File: config.mk
export PLATFORM = sky130hd
export DESIGN_NAME = ysyx_25040109_clint
export DESIGN_NICKNAME = d
export VERILOG_FILES = /design/src/rtl/ysyx_25040109_bus_pkg.sv /design/src/rtl/ysyx_25040109_clint_mtime.sv /design/src/rtl/ysyx_25040109_clint.sv
export SDC_FILE = /design/constraint.sdc
export NUM_CORES = 1
export LEC_CHECK = 0
export CAP_MARGIN = 0
export CORE_UTILIZATION = 55
export CTS_CLUSTER_SIZE = 20
export DETAILED_ROUTE_END_ITERATION = 8
export HOLD_SLACK_MARGIN = 0.06
export PLACE_DENSITY = 0.87
export SETUP_SLACK_MARGIN = 0.02
export SLEW_MARGIN = 20
export SYNTH_ARGS = -nofsm -noshare
export SYNTH_HDL_FRONTEND = slang
export SYNTH_HIERARCHICAL = 1
export SYNTH_SLANG_ARGS = --single-unit
File: constraint.sdc
create_clock -name clk -period 2.6 [get_ports clk]
set_clock_uncertainty 0.2 [all_clocks]
set_input_delay 0.39 -clock clk [delete_from_list [all_inputs] [get_ports clk]]
set_output_delay 0.39 -clock clk [all_outputs]
set_load 0.01 [all_outputs]
File: src/rtl/ysyx_25040109_bus_pkg.sv
// Bus-wide constants shared by the crossbar and the CLINT: response codes,
// CLINT register addresses, id width, plus the CLINT FSM state types.
package ysyx_25040109_bus_pkg;

  localparam int unsigned ID_W = 4;

  localparam logic [1:0] RESP_OKAY   = 2'b00;
  localparam logic [1:0] RESP_SLVERR = 2'b10;
  localparam logic [1:0] RESP_DECERR = 2'b11;

  localparam logic [31:0] CLINT_LO_ADDR = 32'h1001_0000;
  localparam logic [31:0] CLINT_HI_ADDR = 32'h1001_0004;

  typedef enum logic [1:0] {
    R_IDLE,
    R_WAIT,
    R_RESP
  } rd_state_e;

  typedef enum logic {
    W_IDLE,
    W_RESP
  } wr_state_e;

  function automatic logic [31:0] strb_merge(input logic [31:0] old_word,
                                             input logic [31:0] new_word,
                                             input logic [3:0]  strb);
    logic [31:0] res;
    res = old_word;
    for (int unsigned b = 0; b < 4; b++) begin
      if (strb[b]) res[8*b +: 8] = new_word[8*b +: 8];
    end
    return res;
  endfunction

endpackage

File: src/rtl/ysyx_25040109_clint_mtime.sv
// Free-running 64-bit mtime with a TICK_DIV prescaler and a byte-strobed
// word write port; a write pre-empts the tick of the same cycle.
module ysyx_25040109_clint_mtime
  import ysyx_25040109_bus_pkg::*;
#(
  parameter int unsigned TICK_DIV = 1
) (
  input  logic        clk,
  input  logic        rst_n,
  input  logic        wr_en,
  input  logic        wr_hi,
  input  logic [31:0] wr_data,
  input  logic [3:0]  wr_strb,
  output logic [31:0] mtime_lo,
  output logic [31:0] mtime_hi
);

  logic [15:0] pre;
  logic [63:0] mtime;
  logic        tick;

  assign tick     = (pre == 16'(TICK_DIV - 1));
  assign mtime_lo = mtime[31:0];
  assign mtime_hi = mtime[63:32];

  always_ff @(posedge clk or negedge rst_n) begin
    if (!rst_n) begin
      pre   <= '0;
      mtime <= '0;
    end else if (wr_en) begin
      pre <= '0;
      if (wr_hi) mtime[63:32] <= strb_merge(mtime[63:32], wr_data, wr_strb);
      else       mtime[31:0]  <= strb_merge(mtime[31:0],  wr_data, wr_strb);
    end else if (tick) begin
      pre   <= '0;
      mtime <= mtime + 64'd1;
    end else begin
      pre <= pre + 16'd1;
    end
  end

endmodule

File: src/rtl/ysyx_25040109_clint.sv
// CLINT AXI responder: single-beat reads of mtime lo/hi, write responses.
// Macro CLINT_MTIME_WRITE_EN makes mtime writable; otherwise writes get SLVERR.
module ysyx_25040109_clint
  import ysyx_25040109_bus_pkg::*;
#(
  parameter int unsigned RD_LAT    = 1,
  parameter int unsigned TICK_DIV  = 1,
  parameter logic [31:0] BASE_ADDR = CLINT_LO_ADDR
) (
  input  logic            clk,
  input  logic            rst_n,
  input  logic            arvalid,
  output logic            arready,
  input  logic [31:0]     araddr,
  input  logic [ID_W-1:0] arid,
  output logic            rvalid,
  input  logic            rready,
  output logic [31:0]     rdata,
  output logic [1:0]      rresp,
  output logic [ID_W-1:0] rid,
  output logic            rlast,
  input  logic            awvalid,
  output logic            awready,
  input  logic [31:0]     awaddr,
  input  logic            wvalid,
  output logic            wready,
  input  logic [31:0]     wdata,
  input  logic [3:0]      wstrb,
  output logic            bvalid,
  input  logic            bready,
  output logic [1:0]      bresp
);

  localparam logic [31:0] HI_ADDR = BASE_ADDR + 32'd4;

  logic [31:0] mtime_lo, mtime_hi;

  // ---------------- read channel ----------------
  rd_state_e r_state, r_next;
  logic [3:0] r_cnt;
  logic       ar_fire;

  assign arready = (r_state == R_IDLE);
  assign rvalid  = (r_state == R_RESP);
  assign rlast   = rvalid;
  assign ar_fire = arvalid & arready;

  always_comb begin
    r_next = r_state;
    unique case (r_state)
      R_IDLE: if (ar_fire) r_next = (RD_LAT <= 1) ? R_RESP : R_WAIT;
      R_WAIT: if (r_cnt <= 4'd1) r_next = R_RESP;
      R_RESP: if (rready) r_next = R_IDLE;
      default: r_next = R_IDLE;
    endcase
  end

  always_ff @(posedge clk or negedge rst_n) begin
    if (!rst_n) begin
      r_state <= R_IDLE;
      r_cnt   <= '0;
    end else begin
      r_state <= r_next;
      if (ar_fire)                r_cnt <= 4'(RD_LAT - 1);
      else if (r_state == R_WAIT) r_cnt <= r_cnt - 4'd1;
    end
  end

  // mtime registers still hold the pre-update value here, so the snapshot
  // ignores any tick or write landing on the same edge.
  always_ff @(posedge clk or negedge rst_n) begin
    if (!rst_n) begin
      rdata <= '0;
      rid   <= '0;
      rresp <= RESP_OKAY;
    end else if (ar_fire) begin
      rid <= arid;
      if (araddr == BASE_ADDR) begin
        rdata <= mtime_lo;
        rresp <= RESP_OKAY;
      end else if (araddr == HI_ADDR) begin
        rdata <= mtime_hi;
        rresp <= RESP_OKAY;
      end else begin
        rdata <= '0;
        rresp <= RESP_DECERR;
      end
    end
  end

  // ---------------- write channel ----------------
  wr_state_e   w_state, w_next;
  logic        aw_got, w_got;
  logic [31:0] aw_addr_q, w_data_q;
  logic [3:0]  w_strb_q;
  logic        aw_fire, w_fire, b_fire, wr_fire;
  logic [31:0] addr_eff, data_eff;
  logic [3:0]  strb_eff;
  logic        in_win, sel_hi, mt_wr_en;
  logic [1:0]  resp_code;

  assign awready = (w_state == W_IDLE) & ~aw_got;
  assign wready  = (w_state == W_IDLE) & ~w_got;
  assign bvalid  = (w_state == W_RESP);
  assign aw_fire = awvalid & awready;
  assign w_fire  = wvalid & wready;
  assign b_fire  = bvalid & bready;

  // The completing half may arrive this cycle, so bypass its register.
  assign addr_eff = aw_got ? aw_addr_q : awaddr;
  assign data_eff = w_got  ? w_data_q  : wdata;
  assign strb_eff = w_got  ? w_strb_q  : wstrb;
  assign wr_fire  = (w_state == W_IDLE) & (aw_got | aw_fire) & (w_got | w_fire);
  assign sel_hi   = (addr_eff == HI_ADDR);
  assign in_win   = (addr_eff == BASE_ADDR) | sel_hi;

`ifdef CLINT_MTIME_WRITE_EN
  assign mt_wr_en  = wr_fire & in_win;
  assign resp_code = in_win ? RESP_OKAY : RESP_DECERR;
`else
  assign mt_wr_en  = 1'b0;
  assign resp_code = in_win ? RESP_SLVERR : RESP_DECERR;
`endif

  always_comb begin
    w_next = w_state;
    unique case (w_state)
      W_IDLE:  if (wr_fire) w_next = W_RESP;
      W_RESP:  if (bready)  w_next = W_IDLE;
      default: w_next = W_IDLE;
    endcase
  end

  always_ff @(posedge clk or negedge rst_n) begin
    if (!rst_n) begin
      w_state   <= W_IDLE;
      aw_got    <= 1'b0;
      w_got     <= 1'b0;
      aw_addr_q <= '0;
      w_data_q  <= '0;
      w_strb_q  <= '0;
      bresp     <= RESP_OKAY;
    end else begin
      w_state <= w_next;
      if (b_fire) begin
        aw_got <= 1'b0;
        w_got  <= 1'b0;
      end else begin
        if (aw_fire) aw_got <= 1'b1;
        if (w_fire)  w_got  <= 1'b1;
      end
      if (aw_fire) aw_addr_q <= awaddr;
      if (w_fire) begin
        w_data_q <= wdata;
        w_strb_q <= wstrb;
      end
      if (wr_fire) bresp <= resp_code;
    end
  end

  ysyx_25040109_clint_mtime #(
    .TICK_DIV(TICK_DIV)
  ) u_mtime (
    .clk      (clk),
    .rst_n    (rst_n),
    .wr_en    (mt_wr_en),
    .wr_hi    (sel_hi),
    .wr_data  (data_eff),
    .wr_strb  (strb_eff),
    .mtime_lo (mtime_lo),
    .mtime_hi (mtime_hi)
  );

endmodule

# [Yosys cells after proc, flatten, opt, wreduce, memory -nomap -nowiden]
# Cells that the tools add are included.
[classes] addsub=3 n_div=0 bitwise=14 magnitude_cmp=1 mux=20 reduce_logical=6 shift=0 n_eq_ne=9 n_mul=0
[ops] cell="$eq 32x29->1 const B" n=4
[ops] cell="$mux 32" n=3
[ops] cell="$add 64x1->64 const B" n=1
[ops] cell="$add 16x1->16 const B" n=1
[ops] cell="$logic_not 16->1" n=1
[ops] cell="$mux 16" n=1
[ops] cell="$mux 2" n=5
[ops] cell="$and 1x1->1" n=8
[ops] cell="$mux 4" n=2
[ops] cell="$mux 1" n=7
[ops] cell="$pmux 2 s3" n=1
[ops] cell="$reduce_bool 2->1" n=3
[ops] cell="$le 4x1->1 const B" n=1
[ops] cell="$ne 2x2->1 const B" n=2
[ops] cell="$sub 4x1->4 const B" n=1
[ops] cell="$not 1->1" n=3
[ops] cell="$or 1x1->1" n=3
[ops] cell="$reduce_and 3->1" n=1
[ops] cell="$eq 2x1->1 const B" n=1
[ops] cell="$eq 2x2->1 const B" n=1
[ops] cell="$logic_not 2->1" n=1
[ops] cell="$ne 2x1->1 const B" n=1
[ops] cell="$pmux 1 s2" n=1
[word_totals] wordCells=65 input_bits=111 reg_bits=161 ram_bits=0 latch_bits=0 romBits=0 mem_count=0

# [Logic depth before layout (Yosys ltp)]
[depth] word_depth=8 depth_mapped=11 mapped_depth_nobuf=10

# [Cells and area by module]
# The synthesis kept the hierarchy.
[modules_own_cells] mod="ysyx_25040109_clint" seq_area_each_um2=2777.7 n_inst=1 cells_each=406 area_each_um2=5186.2
[modules_own_cells] mod="ysyx_25040109_clint_mtime" seq_area_each_um2=2001.9 n_inst=1 cells_each=588 area_each_um2=4969.8

# [Worst setup path after synthesis]
# Ideal clock, no wire load.
[synth_timing] path_kind="register -> register" start="reg u_mtime.pre[0]" end="reg u_mtime.mtime[25]" stages_incl_launch_ff=11 setup_time_ns=0.083 arrival_ns=2.031 required_ns=2.317 path_buffers=3 path_slack_ns=0.286 cell_sequence="dfrtp_1 -> inv_1 -> ha_1 -> nor3b_1 -> and4_1 -> buf_2 -> buf_2 -> buf_1 -> nand4_1 -> xor2_1 -> o21ai_0"
[synth_between] elab_chain_len=1
[synth_lines] item="from (decl)" line_no="ysyx_25040109_clint_mtime.sv:18" rtl="logic [15:0] pre;"
[synth_lines] item="from (signal assigned)" line_no="ysyx_25040109_clint_mtime.sv:38" rtl="pre <= pre + 16'd1;"
[synth_lines] item="$logic_not 16->1" line_no="ysyx_25040109_clint_mtime.sv:22" rtl="assign tick = (pre == 16'(TICK_DIV - 1));"
[synth_lines] item="to (signal assigned)" line_no="ysyx_25040109_clint_mtime.sv:33" rtl="else mtime[31:0] <= strb_merge(mtime[31:0], wr_data, wr_strb);"
[synth_lines] item="to (signal assigned)" line_no="ysyx_25040109_clint_mtime.sv:36" rtl="mtime <= mtime + 64'd1;"
[synth_lines] item="to (decl)" line_no="ysyx_25040109_clint_mtime.sv:19" rtl="logic [63:0] mtime;"
# No other way between the ends.
# A chain may end at the register's enable or synchronous reset.

# [Worst setup path after layout]
[layout_timing] start="reg u_mtime.pre[6]" end="reg u_mtime.mtime[56]"
# Same word-level chain as after synthesis.

==> flow_summary_export.csv <==
group,metric,value,unit
outcome,status,"finished clean",
grt,grt_pass1_vias,8819,
timing,setup_viol,0,
timing,fmax,395,MHz
logic_synthesis,syn-cell-area,10200,µm²
clock_network,clk_latency,0.44,ns
route,drc_errors,0,
grt,grt_max_degree,63,
logic_synthesis,async_flop_share,100,%
timing,period_needed,2.53,ns
placement,dp.cells,1384,
final_layout,area_growth,27.0,%
floorplan,die_area,19000,µm²
logic_synthesis,synth_edf_count,0,
power,seqPwrFrac,43.3,%
placement,gp_congestion,0.936,
placement,pre_cts_ws,0.0355,ns
clock_network,root_buffer,"clkbuf_16",
placement,place_area,12300,µm²
logic_synthesis,yosysSeqAreaShare,47.1,%
power,total_power,11.0,mW
floorplan,num_rows,49,
route,drtAntennaViolNets,0,
power,pwr-share-comb,33.4,%
floorplan,die_h,138,µm
placement,dp_hpwl,19.5,mm
timing,slew_viol_final,0,
floorplan,die_w,138,µm
final_layout,antenna_cells,0,
timing,timing.slew.headroom,49.2,%
timing,setup_ws,0.0660,ns
worst_hold_path,holdCritPathClass,"reg2reg",
worst_hold_path,min-delay-start,"bresp[1]",
clock_network,cts.sinks,191,
setup_path,arrival,2.67,ns
power,internal_power,7.13,mW
final_layout,fill_cells,1236,
setup_path,critPathLaunch,"u_mtime/pre[6]",
logic_synthesis,synth_nets,1108,
power,p_sw,3.92,mW
setup_path,startpoint_type,"register",
power,swShare,35.5,%
setup_path,end_kind,"register",
floorplan,start_util,56.3,%
timing,worst_hold_slack,0.276,ns
timing,fin_tns_setup,0,ns
logic_synthesis,synth.avg_cell_area,10.2,µm²
clock_network,cts_tree,"built",
final_layout,final_util,71.6,%
power,p_leak,5.22,nW
placement,portBuffers,156,
route,first_iter_violations,902,
grt,grt.total_usage,30.2,%
route,vias,8897,
logic_synthesis,synthFlopType,"dfrtp_1",
setup_path,worstPathRequired,2.73,ns
clock_network,path_clk_slew,0.08,ns
route,first_pass_iters,6,
floorplan,core_area,18000,µm²
power,peakVddDrop,0.000571,V
grt,antenna_found_initial,0,
timing,tightest_slew,0.762,ns
route,wl,27.9,mm
floorplan,ioPinCount,157,
clock_network,cts_buffers,17,
setup_path,path_class,"reg2reg",
grt,gr-total-overflow,0,
final_layout,nets,1289,
timing,finalHoldViolCount,0,
route,viasPerCell,6.28,
run,drv_cap,0,
clock_network,clk_path_buf_depth,2,
power,power_density,856,nW/µm²
final_layout,layoutNonFillerInstCount,1417,
logic_synthesis,yosysWarnings,6,
clock_network,htreeDepth,4,
logic_synthesis,ys_ff_latch,191,
power,pwr-share-clk,23.3,%
final_layout,final_layout_size_suffix_gt1_share,20.3,%
timing,rsz0062_at_grt,"no",
final_layout,postLayoutCellArea,12900,µm²
grt,grt_pass1_wl,44.1,mm
timing,fin_crit_sh,97.5,%
route,wl_per_cell,19.7,µm
setup_path,crit_fanout,11,
setup_path,rr_startpoint,"u_mtime/pre[6]",
logic_synthesis,netlist_instances,994,
logic_synthesis,ys_types,59,
==> cells by family (layout without fill, tap and decap cells) <==
group           Yosys count  in the layout  synth area share, %
buf+inv                  64            258                 2.76
mux                     149            149                 16.0
xor+xnor                 44             44                 3.79
flops                   191            191                 47.1
compound gates          193            193                 12.1
other cells               1              1               0.0369
fa+ha+maj                 3              3                0.370
simple gates            349            349                 17.8
==> Yosys cell counts (15+ instances only) <==
library cell	instances	area, µm²
xor2_1	18	158
o21ai_0	42	210
clkbuf_1	25	93.8
mux2i_1	39	390
nor3_1	32	160
o21ai_2	22	193
a21oi_1	43	215
inv_1	15	56.3
nand3_1	42	210
nand2_1	93	349
nor4_1	31	194
and3_1	30	188
a22oi_1	23	173
mux2_2	110	1240
dfrtp_1	191	4780
xnor2_1	26	228
a211oi_1	16	120
nand4_1	27	169
nor2_1	60	225
==> routing by layer <==
layer  vias to the layer above  share of wire, %  GRT usage (%)
met3                        67               8.1           5.77
met2                       446                49           50.0
met5                         -                 0              0
met4                         0               3.3           14.3
met1                      4346                40           38.0
li1                       4038                 -              -
==> worst paths after layout <==
| path | depth (start not counted) | slack (ns) | endpoint |
|---|---|---|---|
| max in group asynchronous | 3 | 1.18 | w_got |
| min in group asynchronous | 2 | 0.29 | u_mtime/pre[6] |
| setup reg to reg | 8 | 0.07 | u_mtime/mtime[56] |
| setup / recovery | 8 | 0.07 | u_mtime/mtime[56] |
| hold reg to reg | 1 | 0.28 | bresp[1] |
| hold / removal | 1 | 0.28 | bresp[1] |
==> sequential cells by signal, summed over array words and instances, names as in the netlist <==
name	cells
bresp	2
w_data_q	32
rdata	32
rid	4
w_strb_q	4
w_got	1
bvalid	1
r_state	1
rresp	1
u_mtime/pre	16
aw_got	1
u_mtime/mtime	64
aw_addr_q	32
==> critical path, stage by stage, from the launching register on <==
cell and delay, ns:
dfrtp_1 0.43, nor4_2 0.38, and4_1 0.29, buf_4 0.18, buf_4 0.19, nand3_1 0.16, nor4b_2 0.34, xnor2_1 0.17
a21oi_1 0.09
==> timing repair <==
item                                    4_1_cts  5_1_grt
endpoints found under the setup margin        0       12
hold buffers                                  1        0
endpoints found under the hold margin        57        0
gates resized for setup                       0       10
buffers inserted                              0        0
==> placed cells by master (no fill, tap or decap), types with 12 or more instances in the layout <==
master and count:
xor2_1 18, a22oi_1 23, nor4_1 24, clkdlybuf4s50_1 154
nand2_1 93, o21ai_0 41, xnor2_1 26, clkbuf_16 17
nand4_1 27, mux2_2 110, nor2_1 58, o21ai_2 22
buf_4 48, o22ai_1 14, a211oi_1 16, o21ai_1 12
nor3_1 32, dfrtp_1 190, mux2i_1 39, and3_1 30
nand3_1 42, a21oi_1 43, inv_1 15
==> power by group through the flow <==
stage | clock (mW) | combinational, mW | sequential (mW)
5_1_grt | 2.72 | 3.97 | 4.91
4_1_cts | 2.61 | 3.59 | 4.76
3_5_place_dp | 0 | 3.57 | 4.80
3_3_place_gp | 0 | 3.43 | 4.72
6_report | 2.57 | 3.69 | 4.78
2_1_floorplan | 0 | 2.49 | 4.59
==> final cells by class <==
class                   count  area (µm²)  share of cell area, %
clock buffers              17         425                   3.30
clock inverters            15         150                   1.16
inverters                  16        60.1                  0.466
multi-input cells         739        5160                   40.0
flip-flops and latches    191        4780                   37.1
well taps                 229         287                   2.22
repair buffers            210        2030                   15.7
No activity file was read; power rests on OpenSTA's default activity.
